### src/rtl/uart_mmio_ctrl_pkg.sv
// Shared definitions for the UART MMIO sequencer: TX FSM encoding, the
// empty-read value, status word bit positions and the decoded addresses.
package uart_mmio_pkg;

    typedef enum logic [1:0] {
        IDLE  = 2'd0,
        START = 2'd1,
        BUSY  = 2'd2
    } tx_state_t;

    localparam logic [31:0] UART_EMPTY_READ = 32'hFFFF_FFFF;

    // Bit positions inside the status word (only built with UART_STATUS_REG_EN)
    localparam int STAT_RX_EMPTY   = 0;
    localparam int STAT_RX_FULL    = 1;
    localparam int STAT_TX_EMPTY   = 2;
    localparam int STAT_TX_FULL    = 3;
    localparam int STAT_RX_OVERRUN = 4;

    localparam logic [31:0] UART_TX_ADDR = 32'h0000_0400;
    localparam logic [31:0] UART_RX_ADDR = 32'h0000_0404;

endpackage

### src/rtl/uart_mmio_ctrl_if.sv
// Bundle of the core-side strobes and the TX/RX serial engine handshake.
// The controller uses the slave modport; the core/engines side uses master.
interface uart_mmio_ctrl_if;
    logic        uart_write_en;
    logic        uart_read_en;
    logic        status_rd_en;
    logic [7:0]  wdata;
    logic [31:0] rdata;
    logic        stall;
    logic        tx_start;
    logic [7:0]  tx_data;
    logic        tx_busy;
    logic        rx_valid;
    logic [7:0]  rx_data;

    modport master (
        output uart_write_en, uart_read_en, status_rd_en, wdata,
        output tx_busy, rx_valid, rx_data,
        input  rdata, stall, tx_start, tx_data
    );

    modport slave (
        input  uart_write_en, uart_read_en, status_rd_en, wdata,
        input  tx_busy, rx_valid, rx_data,
        output rdata, stall, tx_start, tx_data
    );
endinterface

### src/rtl/uart_mmio_ctrl_sync_byte_fifo.sv
// Single-clock byte FIFO with a combinational head output. Pointers carry one
// extra wrap bit so full and empty are told apart without a counter.
module sync_byte_fifo #(
    parameter int DEPTH = 16
) (
    input  logic       clk,
    input  logic       reset,
    input  logic       push,
    input  logic       pop,
    input  logic [7:0] din,
    output logic [7:0] dout,
    output logic       full,
    output logic       empty
);
    localparam int AW = $clog2(DEPTH);

    logic [AW:0] wr_ptr_reg;
    logic [AW:0] rd_ptr_reg;
    logic [7:0]  mem [DEPTH];
    logic        do_push;
    logic        do_pop;

    assign empty   = (wr_ptr_reg == rd_ptr_reg);
    assign full    = (wr_ptr_reg[AW] != rd_ptr_reg[AW]) &&
                     (wr_ptr_reg[AW-1:0] == rd_ptr_reg[AW-1:0]);
    // A pop on a full FIFO frees the slot the same-cycle push lands in.
    assign do_pop  = pop && !empty;
    assign do_push = push && (!full || do_pop);
    assign dout    = mem[rd_ptr_reg[AW-1:0]];

    // Pointer update; both wrap naturally through the extra MSB.
    always_ff @(posedge clk or negedge reset) begin
        if (!reset) begin
            wr_ptr_reg <= '0;
            rd_ptr_reg <= '0;
        end else begin
            if (do_push) wr_ptr_reg <= wr_ptr_reg + (AW+1)'(1);
            if (do_pop)  rd_ptr_reg <= rd_ptr_reg + (AW+1)'(1);
        end
    end

    // Storage write; contents need no reset since the pointers gate visibility.
    always_ff @(posedge clk) begin
        if (do_push) mem[wr_ptr_reg[AW-1:0]] <= din;
    end
endmodule

### src/rtl/uart_mmio_ctrl.sv
// UART MMIO sequencer: buffers core stores into a TX FIFO drained by a
// start/busy FSM, collects received bytes in an RX FIFO for word reads, and
// stalls the core when a store would overflow the TX FIFO.
// Optional build macro UART_STATUS_REG_EN adds the status word read and the
// sticky rx_overrun flag.
module uart_mmio_ctrl #(
    parameter int TX_DEPTH = 16,
    parameter int RX_DEPTH = 16
) (
    input logic              clk,
    input logic              reset,
    uart_mmio_ctrl_if.slave  bus
);
    import uart_mmio_pkg::*;

    tx_state_t  state_reg;
    tx_state_t  state_next;
    logic       tx_start_reg;
    logic [7:0] tx_data_reg;

    logic       tx_pop;
    logic       tx_full;
    logic       tx_empty;
    logic [7:0] tx_head;

    logic       rx_pop;
    logic       rx_full;
    logic       rx_empty;
    logic [7:0] rx_head;

    sync_byte_fifo #(.DEPTH(TX_DEPTH)) u_tx_fifo (
        .clk   (clk),
        .reset (reset),
        .push  (bus.uart_write_en),
        .pop   (tx_pop),
        .din   (bus.wdata),
        .dout  (tx_head),
        .full  (tx_full),
        .empty (tx_empty)
    );

    sync_byte_fifo #(.DEPTH(RX_DEPTH)) u_rx_fifo (
        .clk   (clk),
        .reset (reset),
        .push  (bus.rx_valid),
        .pop   (rx_pop),
        .din   (bus.rx_data),
        .dout  (rx_head),
        .full  (rx_full),
        .empty (rx_empty)
    );

    // A store only stalls when the FIFO is full and the FSM is not freeing a slot.
    assign bus.stall    = bus.uart_write_en && tx_full && !tx_pop;
    assign bus.tx_start = tx_start_reg;
    assign bus.tx_data  = tx_data_reg;
    assign rx_pop       = bus.uart_read_en && !rx_empty;

    // TX FSM next state: launch from IDLE, then follow the transmitter's busy.
    always_comb begin
        state_next = state_reg;
        tx_pop     = 1'b0;
        case (state_reg)
            IDLE: begin
                if (!tx_empty && !bus.tx_busy) begin
                    tx_pop     = 1'b1;
                    state_next = START;
                end
            end
            START: begin
                if (bus.tx_busy) state_next = BUSY;
            end
            BUSY: begin
                if (!bus.tx_busy) state_next = IDLE;
            end
            default: state_next = IDLE;
        endcase
    end

    // TX FSM state, launch pulse and held transmit byte.
    always_ff @(posedge clk or negedge reset) begin
        if (!reset) begin
            state_reg    <= IDLE;
            tx_start_reg <= 1'b0;
            tx_data_reg  <= 8'h00;
        end else begin
            state_reg    <= state_next;
            tx_start_reg <= tx_pop;
            if (tx_pop) tx_data_reg <= tx_head;
        end
    end

`ifdef UART_STATUS_REG_EN
    logic rx_overrun_reg;

    // Sticky overrun: set on a dropped byte, cleared by a data read; a drop wins.
    always_ff @(posedge clk or negedge reset) begin
        if (!reset) begin
            rx_overrun_reg <= 1'b0;
        end else if (bus.rx_valid && rx_full && !rx_pop) begin
            rx_overrun_reg <= 1'b1;
        end else if (bus.uart_read_en) begin
            rx_overrun_reg <= 1'b0;
        end
    end
`else
    logic unused_status;
    assign unused_status = bus.status_rd_en ^ rx_full;
`endif

    // Read data mux: RX head on a data read, status word when enabled, else all-ones.
    always_comb begin
        bus.rdata = UART_EMPTY_READ;
        if (bus.uart_read_en) begin
            if (!rx_empty) bus.rdata = {24'h0, rx_head};
        end
`ifdef UART_STATUS_REG_EN
        else if (bus.status_rd_en) begin
            bus.rdata                  = 32'h0;
            bus.rdata[STAT_RX_EMPTY]   = rx_empty;
            bus.rdata[STAT_RX_FULL]    = rx_full;
            bus.rdata[STAT_TX_EMPTY]   = tx_empty;
            bus.rdata[STAT_TX_FULL]    = tx_full;
            bus.rdata[STAT_RX_OVERRUN] = rx_overrun_reg;
        end
`endif
    end
endmodule

### src/flat_wrapper.sv
// flat-port wrapper written by rule: the top's interface ports become plain ports
module uart_mmio_ctrl_flat import uart_mmio_pkg::*;
#(
    parameter int TX_DEPTH = 16,
    parameter int RX_DEPTH = 16
)
  (clk, reset, bus_uart_write_en, bus_uart_read_en, bus_status_rd_en, bus_wdata, bus_tx_busy, bus_rx_valid, bus_rx_data, bus_rdata, bus_stall, bus_tx_start, bus_tx_data);
  uart_mmio_ctrl_if bus_i ();
  input logic clk;
  input logic reset;
  input wire logic [$bits(bus_i.uart_write_en)-1:0] bus_uart_write_en;
  input wire logic [$bits(bus_i.uart_read_en)-1:0] bus_uart_read_en;
  input wire logic [$bits(bus_i.status_rd_en)-1:0] bus_status_rd_en;
  input wire logic [$bits(bus_i.wdata)-1:0] bus_wdata;
  input wire logic [$bits(bus_i.tx_busy)-1:0] bus_tx_busy;
  input wire logic [$bits(bus_i.rx_valid)-1:0] bus_rx_valid;
  input wire logic [$bits(bus_i.rx_data)-1:0] bus_rx_data;
  output wire logic [$bits(bus_i.rdata)-1:0] bus_rdata;
  output wire logic [$bits(bus_i.stall)-1:0] bus_stall;
  output wire logic [$bits(bus_i.tx_start)-1:0] bus_tx_start;
  output wire logic [$bits(bus_i.tx_data)-1:0] bus_tx_data;
  assign bus_i.uart_write_en = bus_uart_write_en;
  assign bus_i.uart_read_en = bus_uart_read_en;
  assign bus_i.status_rd_en = bus_status_rd_en;
  assign bus_i.wdata = bus_wdata;
  assign bus_i.tx_busy = bus_tx_busy;
  assign bus_i.rx_valid = bus_rx_valid;
  assign bus_i.rx_data = bus_rx_data;
  assign bus_rdata = bus_i.rdata;
  assign bus_stall = bus_i.stall;
  assign bus_tx_start = bus_i.tx_start;
  assign bus_tx_data = bus_i.tx_data;
  uart_mmio_ctrl #(.TX_DEPTH(TX_DEPTH), .RX_DEPTH(RX_DEPTH)) u_core (.clk(clk), .reset(reset), .bus(bus_i));
endmodule
### config.mk
export PLATFORM = sky130hd
export DESIGN_NAME = uart_mmio_ctrl_flat
export DESIGN_NICKNAME = d
export VERILOG_FILES = /design/src/rtl/uart_mmio_ctrl_pkg.sv /design/src/rtl/uart_mmio_ctrl_if.sv /design/src/rtl/uart_mmio_ctrl_sync_byte_fifo.sv /design/src/rtl/uart_mmio_ctrl.sv /design/src/flat_wrapper.sv
export SDC_FILE = /design/constraint.sdc
export NUM_CORES = 1
export LEC_CHECK = 0
export CAP_MARGIN = 20
export CORE_ASPECT_RATIO = 1.2
export CORE_MARGIN = 8
export CORE_UTILIZATION = 64
export CTS_BUF_LIST = sky130_fd_sc_hd__clkbuf_4 sky130_fd_sc_hd__clkbuf_8 sky130_fd_sc_hd__clkbuf_16
export DETAILED_ROUTE_END_ITERATION = 10
export HOLD_SLACK_MARGIN = 0.05
export PLACE_DENSITY_LB_ADDON = 0.08
export SKIP_LAST_GASP = 1
export SLEW_MARGIN = 10
export SYNTH_ARGS = -nofsm -noshare
export SYNTH_HDL_FRONTEND = slang
export SYNTH_HIERARCHICAL = 1
export SYNTH_SLANG_ARGS = --single-unit
### constraint.sdc
create_clock -name clk -period 7.7 [get_ports clk]
set_input_delay 1.54 -clock clk [delete_from_list [all_inputs] [get_ports clk]]
set_output_delay 1.54 -clock clk [all_outputs]
set_load 0.1 [all_outputs]
Word level (Yosys, flattened, before mapping):

Memory sizes are Yosys's and may differ from the RTL's. A register that Yosys moved wholly into a read port is not among the register bits.
Cells that the tools add are included.

* add/subtract/negate cells: 4
* order comparisons: 0
* div/mod/pow operators: 0
* multipliers: 0
* shifts and indexed selects: 0
* bitwise gates (word level): 0
* reduce and logical (&&, ||, !) cells: 21
* equality and inequality tests: 11
* multiplexer cells: 12

Operator list (count)
* $mux 32: 2
* $add 5x1->5 const B: 4
* $eq 5x5->1: 2
* $logic_and 1x1->1: 10
* $eq 4x4->1: 2
* $logic_not 1->1: 7
* $mux 1: 6
* $mux 2: 3
* $pmux 2 s3: 1
* $ne 2x2->1 const B: 2
* $reduce_and 3->1: 1
* $eq 2x1->1 const B: 1
* $eq 2x2->1 const B: 1
* $logic_not 2->1: 1
* $logic_or 1x1->1: 2
* $ne 1x1->1: 2
* $ne 2x1->1 const B: 1

* input port bits: 23
* memory bits (read-only): 0
* memories: 2
* output and inout bits: 42
* bits in registers: 23
* latch bits: 0
* memory bits (writable): 256
* word-level logic and storage cells: 56

Memories
* u_core.u_rx_fifo.mem: depth 16, width 8, read ports 1, clocked after memory_dff 0, write ports 1, line uart_mmio_ctrl_sync_byte_fifo.sv:19 `logic [7:0] mem [DEPTH];`
* u_core.u_tx_fifo.mem: depth 16, width 8, read ports 1, clocked after memory_dff 1, write ports 1, line uart_mmio_ctrl_sync_byte_fifo.sv:19

Depth between registers and ports, before layout:

Gate-level depths: netlist (run 1).

* depth in word-level cells: 10
* depth in mapped cells: 11
* depth with buffers taken out: 8

Hierarchy:

Netlist (run 1), hierarchy kept.

Modules (own cells, without submodules)
* sync_byte_fifo at u_core.u_tx_fifo: times used 1, seq. area each 4093.9 um^2, cells each 269, area each 5547.8 um^2
* sync_byte_fifo at u_core.u_rx_fifo: times used 1, seq. area each 4093.9 um^2, cells each 269, area each 5527.8 um^2
* uart_mmio_ctrl: times used 1, seq. area each 275.3 um^2, cells each 60, area each 656.9 um^2

Worst setup path after synthesis (run 1):

OpenSTA, ideal clock, no wires.

* kind: input -> output
* start point: in bus_uart_read_en
* end point: out bus_rdata[10]
* buffers on the path: 2
* data required time: 6160 ps
* data arrival time: 3355 ps
* path slack: 2805 ps
* stages on the path: 4
* path through: nor2b_1 > clkbuf_1 > inv_1 > buf_4

* word-level cells in the longest chain between the ends: 1

Ends and longest elaborated chain
* start: declaration: line flat_wrapper.sv:12 `input wire logic [$bits(bus_i.uart_read_en)-1:0] bus_uart_read_en;`
* $mux 32: line uart_mmio_ctrl.sv:114 `if (bus.uart_read_en) begin`
* end: declaration: line flat_wrapper.sv:18 `output wire logic [$bits(bus_i.rdata)-1:0] bus_rdata;`

Every way passes these cells.

Worst setup path after layout (run 1):

* start point: reg u_core.u_rx_fifo.rd_ptr_reg[0]
* end point: out bus_rdata[14]

* word-level cells in the longest chain between the ends: 3

Ends and longest elaborated chain
* start: declaration: line uart_mmio_ctrl_sync_byte_fifo.sv:18 `logic [AW:0] rd_ptr_reg;`
* start signal: assignment: line uart_mmio_ctrl_sync_byte_fifo.sv:38 `if (do_pop) rd_ptr_reg <= rd_ptr_reg + (AW+1)'(1);`
* $eq 5x5->1: line uart_mmio_ctrl_sync_byte_fifo.sv:23 `assign empty = (wr_ptr_reg == rd_ptr_reg);`
* net u_core.rx_empty: line uart_mmio_ctrl.sv:28 `logic rx_empty;`
* $mux 32: line uart_mmio_ctrl.sv:115 `if (!rx_empty) bus.rdata = {24'h0, rx_head};`
* $mux 32: line uart_mmio_ctrl.sv:114

The timed path passes the listed nets, and every way through them passes these cells.

==> results.yml, run 1 <==
die:
  top_level_ports: 65
  die_h_um: 164.3
  die_area_sq_mm: 0.02293
  dieWidth_um: 139.6
  rows: 54
  initial_core_util_pct: 64.77
  core_area_sq_mm: 0.01811
clock_tree:
  cts_resized: 0
  clockBufferDepth: 3
  cts_tree: "built"
  insertion_delay_ns: 0.51
  clk_pin_slew_ns: 0.06
  cts.sinks: 287
  post_cts_buffers: 0
  cts_buffers: 27
  cts_root_buf: "clkbuf_16"
  htree_levels: 1
  cts_hold_buf: 0
sta:
  rsz0062_at_grt: "no"
  finalMaxSlewViolations: 0
  max_freq_mhz: 174.4
  finalSetupViolCount: 0
  relSlewSlack_pct: 31.88
  fin_crit_ns: 5.735
  fin_skew_ns: 0.009914
  fin_crit_sh_pct: 74.48
  tns_ns: 0
  tightest_slew_ns: 1.018
  hold_viol: 0
  setup_slack_ns: 1.965
yosys:
  syn-instance-count: 597
  synth.avg_cell_area_sq_um: 19.65
  syn_area_sq_mm: 0.01173
  ys_warn_count: 6
  syn_nets: 630
placed_design:
  dpl_worst_slack_ns: 2.160
  portBuffers: 63
  placed_cell_area_sq_mm: 0.01234
  hpwlAfterDp_mm: 14.58
  dp.cells: 841
  place_congestion: 0.8520
critical_path:
  critPathKind: "flop to output port"
  timing.rr.start: "u_core/u_tx_fifo/rd_ptr_reg[0]"
  rrSetupSlack_ns: 4.37
  critPathBufInv: 5
  cp_data_required_time_ns: 6.16
  ff2ff_path_depth: 9
  path_cells: "buf_4 > xnor2_1 > nand4_2 > or2_4 > inv_1 > nor2b_1 > buf_4 > inv_1 > clkdlybuf4s50_1"
  crit_path_max_fanout: 36
  cp.arrival_ns: 4.20
  slowest_delay_ns: 1.26
  critPathCapture: "bus_rdata[14]"
  cp-start-kind: "flop"
  crit_start: "u_core/u_rx_fifo/rd_ptr_reg[0]"
  cpLargestDelayFamily: "buffers and inverters"
  end_kind: "output port"
  timing.rr.end: "u_core/u_tx_fifo/mem[7][2]"
  critical_path_cell_count: 9
  slowest_stage: "clkdlybuf4s50_1"
grt:
  antenna_found_initial: 0
  grt_pass1_wl_mm: 34.31
  busiest_layer: "met2"
  grt_util_met1_pct: 22.99
  grt_remaining_overflow: 0
  grt_pass1_vias: 5876
  use_met2_pct: 37.31
  gr-usage-met3_pct: 2.879
  grt_max_degree: 37
  grtUsageTotal_pct: 19.81
job:
  cap_violations: 0
detailed_routing:
  dr.pass1.iters: 5
  post-route-drc-count: 0
  drt.antenna.violating_nets: 0
  routedWlPerCell_um: 25.26
  viasPerCell: 6.199
  totalWireLength_mm: 22.48
  vias: 5517
  drt_iter0_drc: 467
cells_and_area:
  utilization_pct: 72.97
  antenna_cells: 0
  drive_gt1_share_pct: 21.92
  fillers: 1061
  areaGrowthSynthToFinish_pct: 12.65
  final_cells: 890
  fin_area_sq_mm: 0.01321
  nets: 679
power_and_ir_drop:
  p_per_area_mw_per_mm2: 415.7
  p_leak_nw: 4.515
  peakVddDrop_v: 0.0002858
outcome:
  status: "finished clean"
min_path:
  holdCritPathClass: "flop to flop"
placed cells by master, fill, tap and decap left out, types with 5 or more instances in the layout:
cell and instances:
dfrtp_1 29, clkdlybuf4s50_1 62, nand2_1 22, clkbuf_16 27
xnor2_1 20, clkbuf_4 12, ha_1 10, and3_1 26
mux2_2 8, buf_4 9, mux4_2 64, and2_1 5
a22oi_1 32, inv_1 10, nand2b_1 8, nor2b_1 11
nor2_1 8, edfxtp_1 256
final cells by class:
type | count | area [sq um] | area share [%]
repair buffers | 72 | 693.2 | 5.246
multi-input cells | 248 | 2861 | 21.66
inverters | 10 | 37.54 | 0.2841
clock buffers | 40 | 779.5 | 5.900
flip-flops and latches | 287 | 8466 | 64.07
well taps | 224 | 280.3 | 2.121
clock inverters | 9 | 95.09 | 0.7197
metal layers:
| layer | vias up | wire length (um) |
|---|---|---|
| met5 | - | 0 |
| met3 | 32 | 905 |
| li1 | 2449 | - |
| met1 | 2880 | 8664 |
| met2 | 156 | 12360 |
| met4 | 0 | 554 |
stage by stage:
stage	power, mW	hold slack (ns)
3_5_place_dp	4.248	0.4835
3_3_place_gp	4.201	0.4786
5_1_grt	5.719	0.5215
6_report	5.492	0.4975
4_1_cts	5.537	0.4986
2_1_floorplan	3.791	0.4619
where the power goes:
group          total, mW  internal (mW)  leakage [nW]  switching (mW)
clock network       1.29          0.767         0.442           0.521
registers           2.05           1.92          2.68           0.134
logic               2.15          0.757          1.39            1.39
total               5.49           3.44          4.52            2.05
worst min-delay path by stage:
stage	start	endpoint	slack [ns]	cells past startpoint
after CTS	u_core/u_tx_fifo/rd_ptr_reg[4]	u_core/u_tx_fifo/rd_ptr_reg[4]	0.50	1
after global placement	u_core/u_rx_fifo/wr_ptr_reg[4]	u_core/u_rx_fifo/wr_ptr_reg[4]	0.48	1
final	u_core/u_tx_fifo/rd_ptr_reg[4]	u_core/u_tx_fifo/rd_ptr_reg[4]	0.50	1
after floorplan	u_core/u_rx_fifo/wr_ptr_reg[4]	u_core/u_rx_fifo/wr_ptr_reg[4]	0.46	1
after detailed placement	u_core/u_rx_fifo/wr_ptr_reg[4]	u_core/u_rx_fifo/wr_ptr_reg[4]	0.48	1
after global routing	u_core/u_rx_fifo/wr_ptr_reg[4]	u_core/u_rx_fifo/wr_ptr_reg[4]	0.52	1
(Power assumes the default switching activity.)
==> inputs of run 2 (changes only) <==
--- a/config.mk
+++ b/config.mk
@@ -8,7 +8,7 @@
 export CAP_MARGIN = 20
 export CORE_ASPECT_RATIO = 1.2
 export CORE_MARGIN = 8
-export CORE_UTILIZATION = 64
+export CORE_UTILIZATION = 59
 export CTS_BUF_LIST = sky130_fd_sc_hd__clkbuf_4 sky130_fd_sc_hd__clkbuf_8 sky130_fd_sc_hd__clkbuf_16
 export DETAILED_ROUTE_END_ITERATION = 10
 export HOLD_SLACK_MARGIN = 0.05
==> constraint.sdc (replaced) <==
create_clock -name clk -period 5.4 [get_ports clk]
set_input_delay 1.08 -clock clk [delete_from_list [all_inputs] [get_ports clk]]
set_output_delay 1.08 -clock clk [all_outputs]
set_load 0.1 [all_outputs]
==> results.yml, run 2 (synthesized netlist as in run 1, its figures left out) <==
min_path:
  min-delay-start: "u_core/u_tx_fifo/wr_ptr_reg[4]"
  holdCritPathClass: "flop to flop"
critical_path:
  cp_data_required_time_ns: 4.32
  crit_path_max_fanout: 24
  critPathKind: "flop to output port"
  crit_start: "u_core/u_rx_fifo/rd_ptr_reg[0]"
  cp-start-kind: "flop"
  timing.rr.start: "u_core/u_tx_fifo/rd_ptr_reg[1]"
  cp.arrival_ns: 2.99
  path_cells: "xnor2_1 > nand4_2 > or2_4 > inv_1 > nor2b_1 > buf_4 > inv_1 > buf_4"
  slowest_stage: "dfrtp_2"
  end_kind: "output port"
  critPathBufInv: 4
  slowest_delay_ns: 0.54
  cpLargestDelayFamily: "buffers and inverters"
cells_and_area:
  regArea_sq_mm: 0.008466
  drive_gt1_share_pct: 26.69
  mostFrequentLayoutCell: "edfxtp_1"
  nets: 681
  fillers: 1283
  final_cell_mix: "edfxtp_1, mux4_2, buf_4"
  areaGrowthSynthToFinish_pct: 12.49
  multi_input_area_sq_mm: 0.002856
  antenna_cells: 0
grt:
  grt_remaining_overflow: 0
  grt_pass1_vias: 5858
  grt_max_degree: 37
  antenna_found_initial: 0
  grtUsageTotal_pct: 18.57
  grt_pass1_wl_mm: 33.99
sta:
  fin_crit_ns: 4.071
  relSlewSlack_pct: 26.27
  max_freq_mhz: 245.6
  tns_ns: 0
  finalMaxSlewViolations: 0
  hold_viol: 0
  fin_skew_ns: 0.01471
  fin_crit_sh_pct: 75.40
  finalSetupViolCount: 0
  rsz0062_at_grt: "no"
  tightest_slew_ns: 1.102
die:
  dieWidth_um: 144.7
  die_h_um: 170.5
  die_area_sq_mm: 0.02467
  initial_core_util_pct: 60.00
  core_area_sq_mm: 0.01955
  rows: 56
  top_level_ports: 65
placed_design:
  portBuffers: 63
  place_congestion: 0.7746
  hpwlAfterDp_mm: 14.46
power_and_ir_drop:
  p_leak_nw: 4.556
  power_mw: 7.793
  peakVddDrop_v: 0.0003992
  p_per_area_mw_per_mm2: 590.7
clock_tree:
  cts_tree: "built"
  insertion_delay_ns: 0.52
  htree_levels: 1
  clockBufferDepth: 3
  cts_hold_buf: 0
  clk_pin_slew_ns: 0.06
  post_cts_buffers: 0
  cts.sinks: 287
  cts_resized: 0
  cts_buffers: 27
  cts_root_buf: "clkbuf_16"
outcome:
  status: "finished clean"
detailed_routing:
  viasPerCell: 5.892
  totalWireLength_mm: 22.03
  vias: 5468
  drt.antenna.violating_nets: 0
  dr.pass1.iters: 4
  post-route-drc-count: 0
  drt_iter0_drc: 338
  routedWlPerCell_um: 23.74
job:
  cap_violations: 0
[run 2: cell types whose count changed in the layout (fill, tap and decap cells not counted)]
cell	delta
clkdlybuf4s50_1	-33
clkbuf_4	-7
nor3b_2	-1
nor3b_1	+1
buf_4	+35
clkinv_1	+1
clkinv_2	+4
bufinv_16	+1
clkbuf_8	+1
clkinvlp_4	-1
[run 2: area by class of cell]
| cell class | count | area share (%) |
|---|---|---|
| Inverter | 10 | 0.2845 |
| Clock buffer | 34 | 5.614 |
| Sequential cell | 287 | 64.16 |
| Clock inverter | 14 | 1.072 |
| Timing Repair Buffer | 74 | 4.742 |
| Multi-Input combinational cell | 248 | 21.65 |
| Tap cell | 261 | 2.475 |
[run 2: stage by stage]
step                utilization [%]  area [sq um]  std cells  setup WS, ns  hold WS [ns]
finish                        67.49         13190        928         1.329        0.4875
floorplan                         -         11730        597         1.418        0.4619
CTS                           67.49         13190        928         1.241        0.4892
global placement              62.98         12310        880         1.699        0.4755
detailed placement            62.98         12310        880         1.650        0.4779
global route                  67.49         13190        928         1.071        0.5161
[run 2: path summary, 6_finish.rpt]
| path | to | slack, ns | cells after the start |
|---|---|---|---|
| setup reg to reg | u_core/u_tx_fifo/mem[15][7] | 2.11 | 8 |
| hold reg to reg | u_core/u_tx_fifo/wr_ptr_reg[4] | 0.49 | 1 |
| min in group asynchronous | u_core/bus.tx_data[1] | 0.65 | 1 |
| setup / recovery | bus_rdata[8] | 1.33 | 8 |
| hold / removal | u_core/u_tx_fifo/wr_ptr_reg[4] | 0.49 | 1 |
| max in group asynchronous | u_core/u_rx_fifo/rd_ptr_reg[0] | 4.18 | 1 |
[run 2: routing by layer]
| layer | global-route usage, % | vias up | share of wire, % |
|---|---|---|---|
| met4 | 6.029 | 0 | 2.4 |
| li1 | - | 2459 | - |
| met5 | 0 | - | 0 |
| met3 | 2.691 | 40 | 4.3 |
| met1 | 20.89 | 2842 | 36 |
| met2 | 35.15 | 127 | 58 |
[run 2: worst reg2reg max path, cell delays in order, from the launching register on]
cell	delay, ns
dfrtp_1	0.34
buf_4	0.45
xnor2_2	0.14
nand4_2	0.19
or2_4	0.19
inv_1	0.08
nor4_4	0.47
o311ai_4	0.22
nor2_1	0.83
[run 2: power breakdown]
part	switching [mW]	internal, mW
registers	0.202	2.74
logic	1.95	1.05
clock network	0.746	1.11
